### config.mk
export PLATFORM = sky130hd
export DESIGN_NAME = spi_rx_fifo
export DESIGN_NICKNAME = d
export VERILOG_FILES = /design/src/rtl/spi_rx_fifo_pkg.sv /design/src/rtl/spi_rx_fifo_sync_fifo.sv /design/src/rtl/spi_rx_fifo.sv
export SDC_FILE = /design/constraint.sdc
export NUM_CORES = 1
export LEC_CHECK = 0
export BUFFER_PORTS_ARGS = -buffer_cell sky130_fd_sc_hd__buf_2
export CORE_MARGIN = 2
export CORE_UTILIZATION = 45
export CTS_BUF_LIST = sky130_fd_sc_hd__clkbuf_4
export CTS_CLUSTER_SIZE = 10
export DETAILED_ROUTE_END_ITERATION = 7
export SLEW_MARGIN = 20
export SYNTH_ARGS = -nofsm -noshare
export SYNTH_HDL_FRONTEND = slang
export SYNTH_SLANG_ARGS = --single-unit
### constraint.sdc
create_clock -name clk -period 4.5 [get_ports clk]
set_clock_uncertainty 0.2 [all_clocks]
set_input_delay 1.125 -clock clk [delete_from_list [all_inputs] [get_ports clk]]
set_output_delay 1.125 -clock clk [all_outputs]
set_load 0.1 [all_outputs]
### src/rtl/spi_rx_fifo_pkg.sv
// rtl/spi_rx_fifo_pkg.sv - shared types and constants for the SPI receive path
package spi_rx_pkg;

  typedef logic [7:0] byte_t;

  localparam int BITS_PER_BYTE   = 8;
  localparam int SYNC_STAGES_DEF = 2;

endpackage

### src/rtl/spi_rx_fifo_sync_fifo.sv
// rtl/spi_rx_fifo_sync_fifo.sv - show-ahead byte FIFO with occupancy count
module sync_fifo
  import spi_rx_pkg::*;
#(
  parameter int DEPTH = 16
) (
  input  logic                     clk,
  input  logic                     reset,
  input  logic                     wr_en,
  input  byte_t                    wr_data,
  input  logic                     rd_en,
  output byte_t                    rd_data,
  output logic                     empty,
  output logic                     full,
  output logic [$clog2(DEPTH):0]   level
);

  localparam int AW = $clog2(DEPTH);
  localparam logic [AW-1:0] PTR_ONE  = 1;
  localparam logic [AW:0]   LVL_ONE  = 1;
  localparam logic [AW:0]   LVL_FULL = (AW+1)'(DEPTH);

  byte_t          mem [DEPTH];
  logic [AW-1:0]  wr_ptr;
  logic [AW-1:0]  rd_ptr;
  logic [AW:0]    level_q;
  byte_t          last_q;
  logic           do_push;
  logic           do_pop;

  assign empty   = (level_q == '0);
  assign full    = (level_q == LVL_FULL);
  assign level   = level_q;
  // A pop on an empty FIFO is meaningless; a push into a full FIFO only fits
  // when the head leaves in the same cycle.
  assign do_pop  = rd_en & ~empty;
  assign do_push = wr_en & (~full | do_pop);
  // While empty, the output keeps showing the last byte that was popped.
  assign rd_data = empty ? last_q : mem[rd_ptr];

  // Storage write; entries are only ever read after being written.
  always_ff @(posedge clk) begin
    if (do_push) mem[wr_ptr] <= wr_data;
  end

  // Pointers, occupancy and the held output byte.
  always_ff @(posedge clk or posedge reset) begin
    if (reset) begin
      wr_ptr  <= '0;
      rd_ptr  <= '0;
      level_q <= '0;
      last_q  <= '0;
    end else begin
      if (do_push) wr_ptr <= wr_ptr + PTR_ONE;
      if (do_pop) begin
        rd_ptr <= rd_ptr + PTR_ONE;
        last_q <= mem[rd_ptr];
      end
      case ({do_push, do_pop})
        2'b10:   level_q <= level_q + LVL_ONE;
        2'b01:   level_q <= level_q - LVL_ONE;
        default: level_q <= level_q;
      endcase
    end
  end

endmodule

### src/rtl/spi_rx_fifo.sv
// rtl/spi_rx_fifo.sv - SPI slave byte receiver feeding a show-ahead FIFO (option: SPI_RX_PARTIAL_FLAG_EN)
module spi_rx_fifo
  import spi_rx_pkg::*;
#(
  parameter int DEPTH       = 16,
  parameter int SYNC_STAGES = SYNC_STAGES_DEF
) (
  input  logic                     clk,
  input  logic                     reset,
  input  logic                     sck,
  input  logic                     sdi,
  input  logic                     load,
  output byte_t                    rd_data,
  output logic                     rd_valid,
  input  logic                     rd_ready,
  output logic [$clog2(DEPTH):0]   level,
  output logic                     frame_done,
  output logic                     overflow
`ifdef SPI_RX_PARTIAL_FLAG_EN
  ,
  output logic                     partial_err
`endif
);

  localparam int SETTLE_W = SYNC_STAGES + 2;

  logic [SYNC_STAGES-1:0]   sck_sync;
  logic [SYNC_STAGES-1:0]   sdi_sync;
  logic [SYNC_STAGES-1:0]   load_sync;
  logic [1:0]               sck_h;
  logic [1:0]               load_h;
  logic                     sdi_q;
  logic [SETTLE_W-1:0]      settle;
  logic                     settled;

  logic                     armed;
  logic [BITS_PER_BYTE-2:0] shift_reg;
  logic [2:0]               bit_cnt;

  logic                     sck_rise;
  logic                     load_rise;
  logic                     load_fall;
  logic                     capture;
  logic                     push;
  logic                     pop;
  byte_t                    push_data;
  logic                     fifo_empty;
  logic                     fifo_full;

  // Synchronizer chains plus a two-sample history used for edge detection.
  always_ff @(posedge clk or posedge reset) begin
    if (reset) begin
      sck_sync  <= '0;
      sdi_sync  <= '0;
      load_sync <= '0;
      sck_h     <= '0;
      load_h    <= '0;
      sdi_q     <= 1'b0;
    end else begin
      sck_sync  <= {sck_sync[SYNC_STAGES-2:0], sck};
      sdi_sync  <= {sdi_sync[SYNC_STAGES-2:0], sdi};
      load_sync <= {load_sync[SYNC_STAGES-2:0], load};
      sck_h     <= {sck_h[0], sck_sync[SYNC_STAGES-1]};
      load_h    <= {load_h[0], load_sync[SYNC_STAGES-1]};
      sdi_q     <= sdi_sync[SYNC_STAGES-1];
    end
  end

  // Edges are ignored until the cleared chains have refilled with real input,
  // so a load held high through reset does not look like a fresh frame start.
  always_ff @(posedge clk or posedge reset) begin
    if (reset) settle <= '0;
    else       settle <= {settle[SETTLE_W-2:0], 1'b1};
  end

  assign settled   = settle[SETTLE_W-1];
  assign sck_rise  = settled & sck_h[0] & ~sck_h[1];
  assign load_rise = settled & load_h[0] & ~load_h[1];
  assign load_fall = settled & ~load_h[0] & load_h[1];
  assign capture   = sck_rise & load_h[0] & armed;
  assign push      = capture & (bit_cnt == 3'(BITS_PER_BYTE - 1));
  assign push_data = {shift_reg, sdi_q};
  assign pop       = rd_valid & rd_ready;
  assign rd_valid  = ~fifo_empty;

  // Frame tracking, bit assembly and the end-of-frame pulse.
  always_ff @(posedge clk or posedge reset) begin
    if (reset) begin
      armed      <= 1'b0;
      shift_reg  <= '0;
      bit_cnt    <= '0;
      frame_done <= 1'b0;
    end else begin
      frame_done <= load_fall;
      if (load_rise)      armed <= 1'b1;
      else if (load_fall) armed <= 1'b0;
      if (load_rise || load_fall) begin
        bit_cnt <= '0;
      end else if (capture) begin
        shift_reg <= push_data[BITS_PER_BYTE-2:0];
        bit_cnt   <= bit_cnt + 3'd1;
      end
    end
  end

  // Per-frame sticky drop flag; a same-cycle pop makes room so nothing is lost.
  always_ff @(posedge clk or posedge reset) begin
    if (reset)                         overflow <= 1'b0;
    else if (load_rise)                overflow <= 1'b0;
    else if (push && fifo_full && !pop) overflow <= 1'b1;
  end

`ifdef SPI_RX_PARTIAL_FLAG_EN
  // Per-frame sticky flag: the frame ended in the middle of a byte.
  always_ff @(posedge clk or posedge reset) begin
    if (reset)                          partial_err <= 1'b0;
    else if (load_rise)                 partial_err <= 1'b0;
    else if (load_fall && bit_cnt != 0) partial_err <= 1'b1;
  end
`endif

  sync_fifo #(
    .DEPTH (DEPTH)
  ) u_fifo (
    .clk     (clk),
    .reset   (reset),
    .wr_en   (push),
    .wr_data (push_data),
    .rd_en   (rd_ready),
    .rd_data (rd_data),
    .empty   (fifo_empty),
    .full    (fifo_full),
    .level   (level)
  );

endmodule

==> results.cfg <==
[status]
outcome = completed

[clock_network]
cts_made_buffers = 17
clk-insertion-delay-late_ps = 560
cts_setup_buffers = 0
cts_root_buf = clkbuf_4
clk_pin_slew_ps = 150
cts_resized = 0
cts.path.max_buffers = 2
clock-sinks = 177
cts_hold_buf = 0
tritoncts = built
htree_levels = 4

[grt]
grt-ovfl-total = 0
grt_pass1_vias = 3432
grt_max_degree = 50
grt_pass1_wl_um = 20200
antenna_found_initial = 1
gr-usage-all-layers_pct = 16.8

[yosys]
synth_nets = 413
ys_seq_area_share_pct = 70.3
ys_seq_elements = 177
syn-mean-instance-area_um2 = 18.2
yosys_warnings = 0
synthArstFlopShare_pct = 27.7
synthCells = 396
netlist_area_um2 = 7210
ys_types = 47
synth-edff-count = 128
synth-main-ff-cell = edfxtp_1

[route]
dr_total_vias = 3453
vias_per_cell = 5.30
dr.pass1.iters = 6
drtIter0Drc = 254
detail-route-antenna-nets = 0
drt_wl_total_um = 13300
remaining_drc_errors = 0
wl_per_cell_um = 20.4

[sta]
rsz0062_at_grt = no
setup_viol = 0
min_period_ps = 4290
finalMaxSlewViolations = 0
hold_viol_final = 0
period_share_pct = 95.2
max_slew_margin_pct = 41.2
fmax_mhz = 233
worstMarginPinSlew_ps = 879

[worst_setup_path]
crit_chain = buf_12 -> mux4_2 -> mux2i_1 -> mux2_2 -> o21ai_0 -> buf_2
path_class = flop to output port
crit_arrival_ps = 2960
cp_top_family = multiplexers
cpMaxStageDelayCell = dfrtp_2
slowest_delay_ps = 730
rrSetupSlack_ps = 1100
critPathCaptureType = output port
crit_buf_inv = 2
worstSetupStartpointType = flop
cp_max_fo = 19
required_ps = 3170

[power]
powerDensity_nw_per_um2 = 549
p_leak_nw = 2.85
irDropWorstVdd_uv = 434

[floorplan]
placeableCoreArea_um2 = 15800
fp.dieH_um = 131
die-area_um2 = 17100
io_pins = 22
rows = 46
fp.dieW_um = 131
initial_utilization_pct = 45.7

[placement]
io_buffers = 21
dpl.cell_count = 618
dp_hpwl_um = 8490
post_dp_cell_area_um2 = 7490
place_congestion = 0.723

[final_layout]
drive_gt1_share_pct = 23.7
num-nets-final = 438
area.sequential_um2 = 5070
final_util_pct = 49.2
most-common-layout-cells = edfxtp_1, dfrtp_1, nand2_1, clkbuf_4
final_common_cell = edfxtp_1
area_growth_pct = 7.69
multiInputGateArea_um2 = 1960
largest_reg_flops = 128
final_area_um2 = 7760
instances_no_fill = 651
nFillCells = 1336

[worst_hold_path]
hold_class = flop to flop

[run]
cap_violations = 0
-- per-layer routing --
layer / vias up / track usage, % / wire [um]
li1: 1581 / - / -
met2: 54 / 25.7 / 6320
met3: 18 / 4.85 / 571
met5: - / 0 / 0
met1: 1800 / 23.3 / 6200
met4: 0 / 6.07 / 197
-- kinds of logic after synthesis --
family | Yosys count | share of synthesized area, %
other cells | 1 | 0.0520
buf+inv | 31 | 2.57
fa+ha+maj | 11 | 1.91
simple gates | 63 | 4.84
compound gates | 36 | 3.38
mux | 66 | 15.6
xor+xnor | 11 | 1.34
flops | 177 | 70.3
-- Yosys cell counts, types with 10 or more instances --
master / n / area share, %
edfxtp_1: 128 / 53
dfrtp_1: 49 / 17
nand2_1: 24 / 1.2
mux4_2: 21 / 6.6
mux2_2: 18 / 2.8
mux2i_1: 16 / 2.2
o21ai_0: 16 / 1.1
inv_1: 13 / 0.68
and2_1: 12 / 1.0
ha_1: 11 / 1.9
mux4_1: 11 / 4.0
nor2_1: 10 / 0.52
-- cell type report --
type | instances | area share [%]
flip-flops and latches | 177 | 65.3
multi-input cells | 188 | 25.2
well taps | 216 | 3.48
clock buffers | 22 | 2.13
repair buffers | 24 | 1.80
clock inverters | 10 | 1.42
inverters | 13 | 0.645
diodes | 1 | 0.0322
-- power breakdown --
group          switching, mW  internal, mW  leakage (nW)
combinational          0.931         0.446         0.888
clock                  0.516         0.358         0.149
sequential             0.172          1.84          1.81
-- worst paths after layout --
kind                             startpoint          endpoint  depth (start not counted)
max reg2reg                 u_fifo.level[1]   u_fifo.level[4]                         10
max in group asynchronous             reset      shift_reg[6]                          2
min                             sck_sync[1]          sck_h[0]                          0
min in group asynchronous             reset  u_fifo.rd_ptr[0]                          2
max                        u_fifo.rd_ptr[2]        rd_data[7]                          6
min reg2reg                     sck_sync[1]          sck_h[0]                          0
-- per-stage QoR --
stage / setup slack (ps) / total power, mW / TNS (ps) / hold slack (ps)
global placement: 787 / 3.43 / 0 / 131
floorplan: -439 / 3.20 / -1320 / 131
detailed placement: 777 / 3.44 / 0 / 136
finish: 214 / 4.26 / 0 / 159
CTS: 127 / 4.31 / 0 / 159
global route: 26.7 / 4.46 / 0 / 171
No activity file was read; power rests on OpenSTA's default activity.
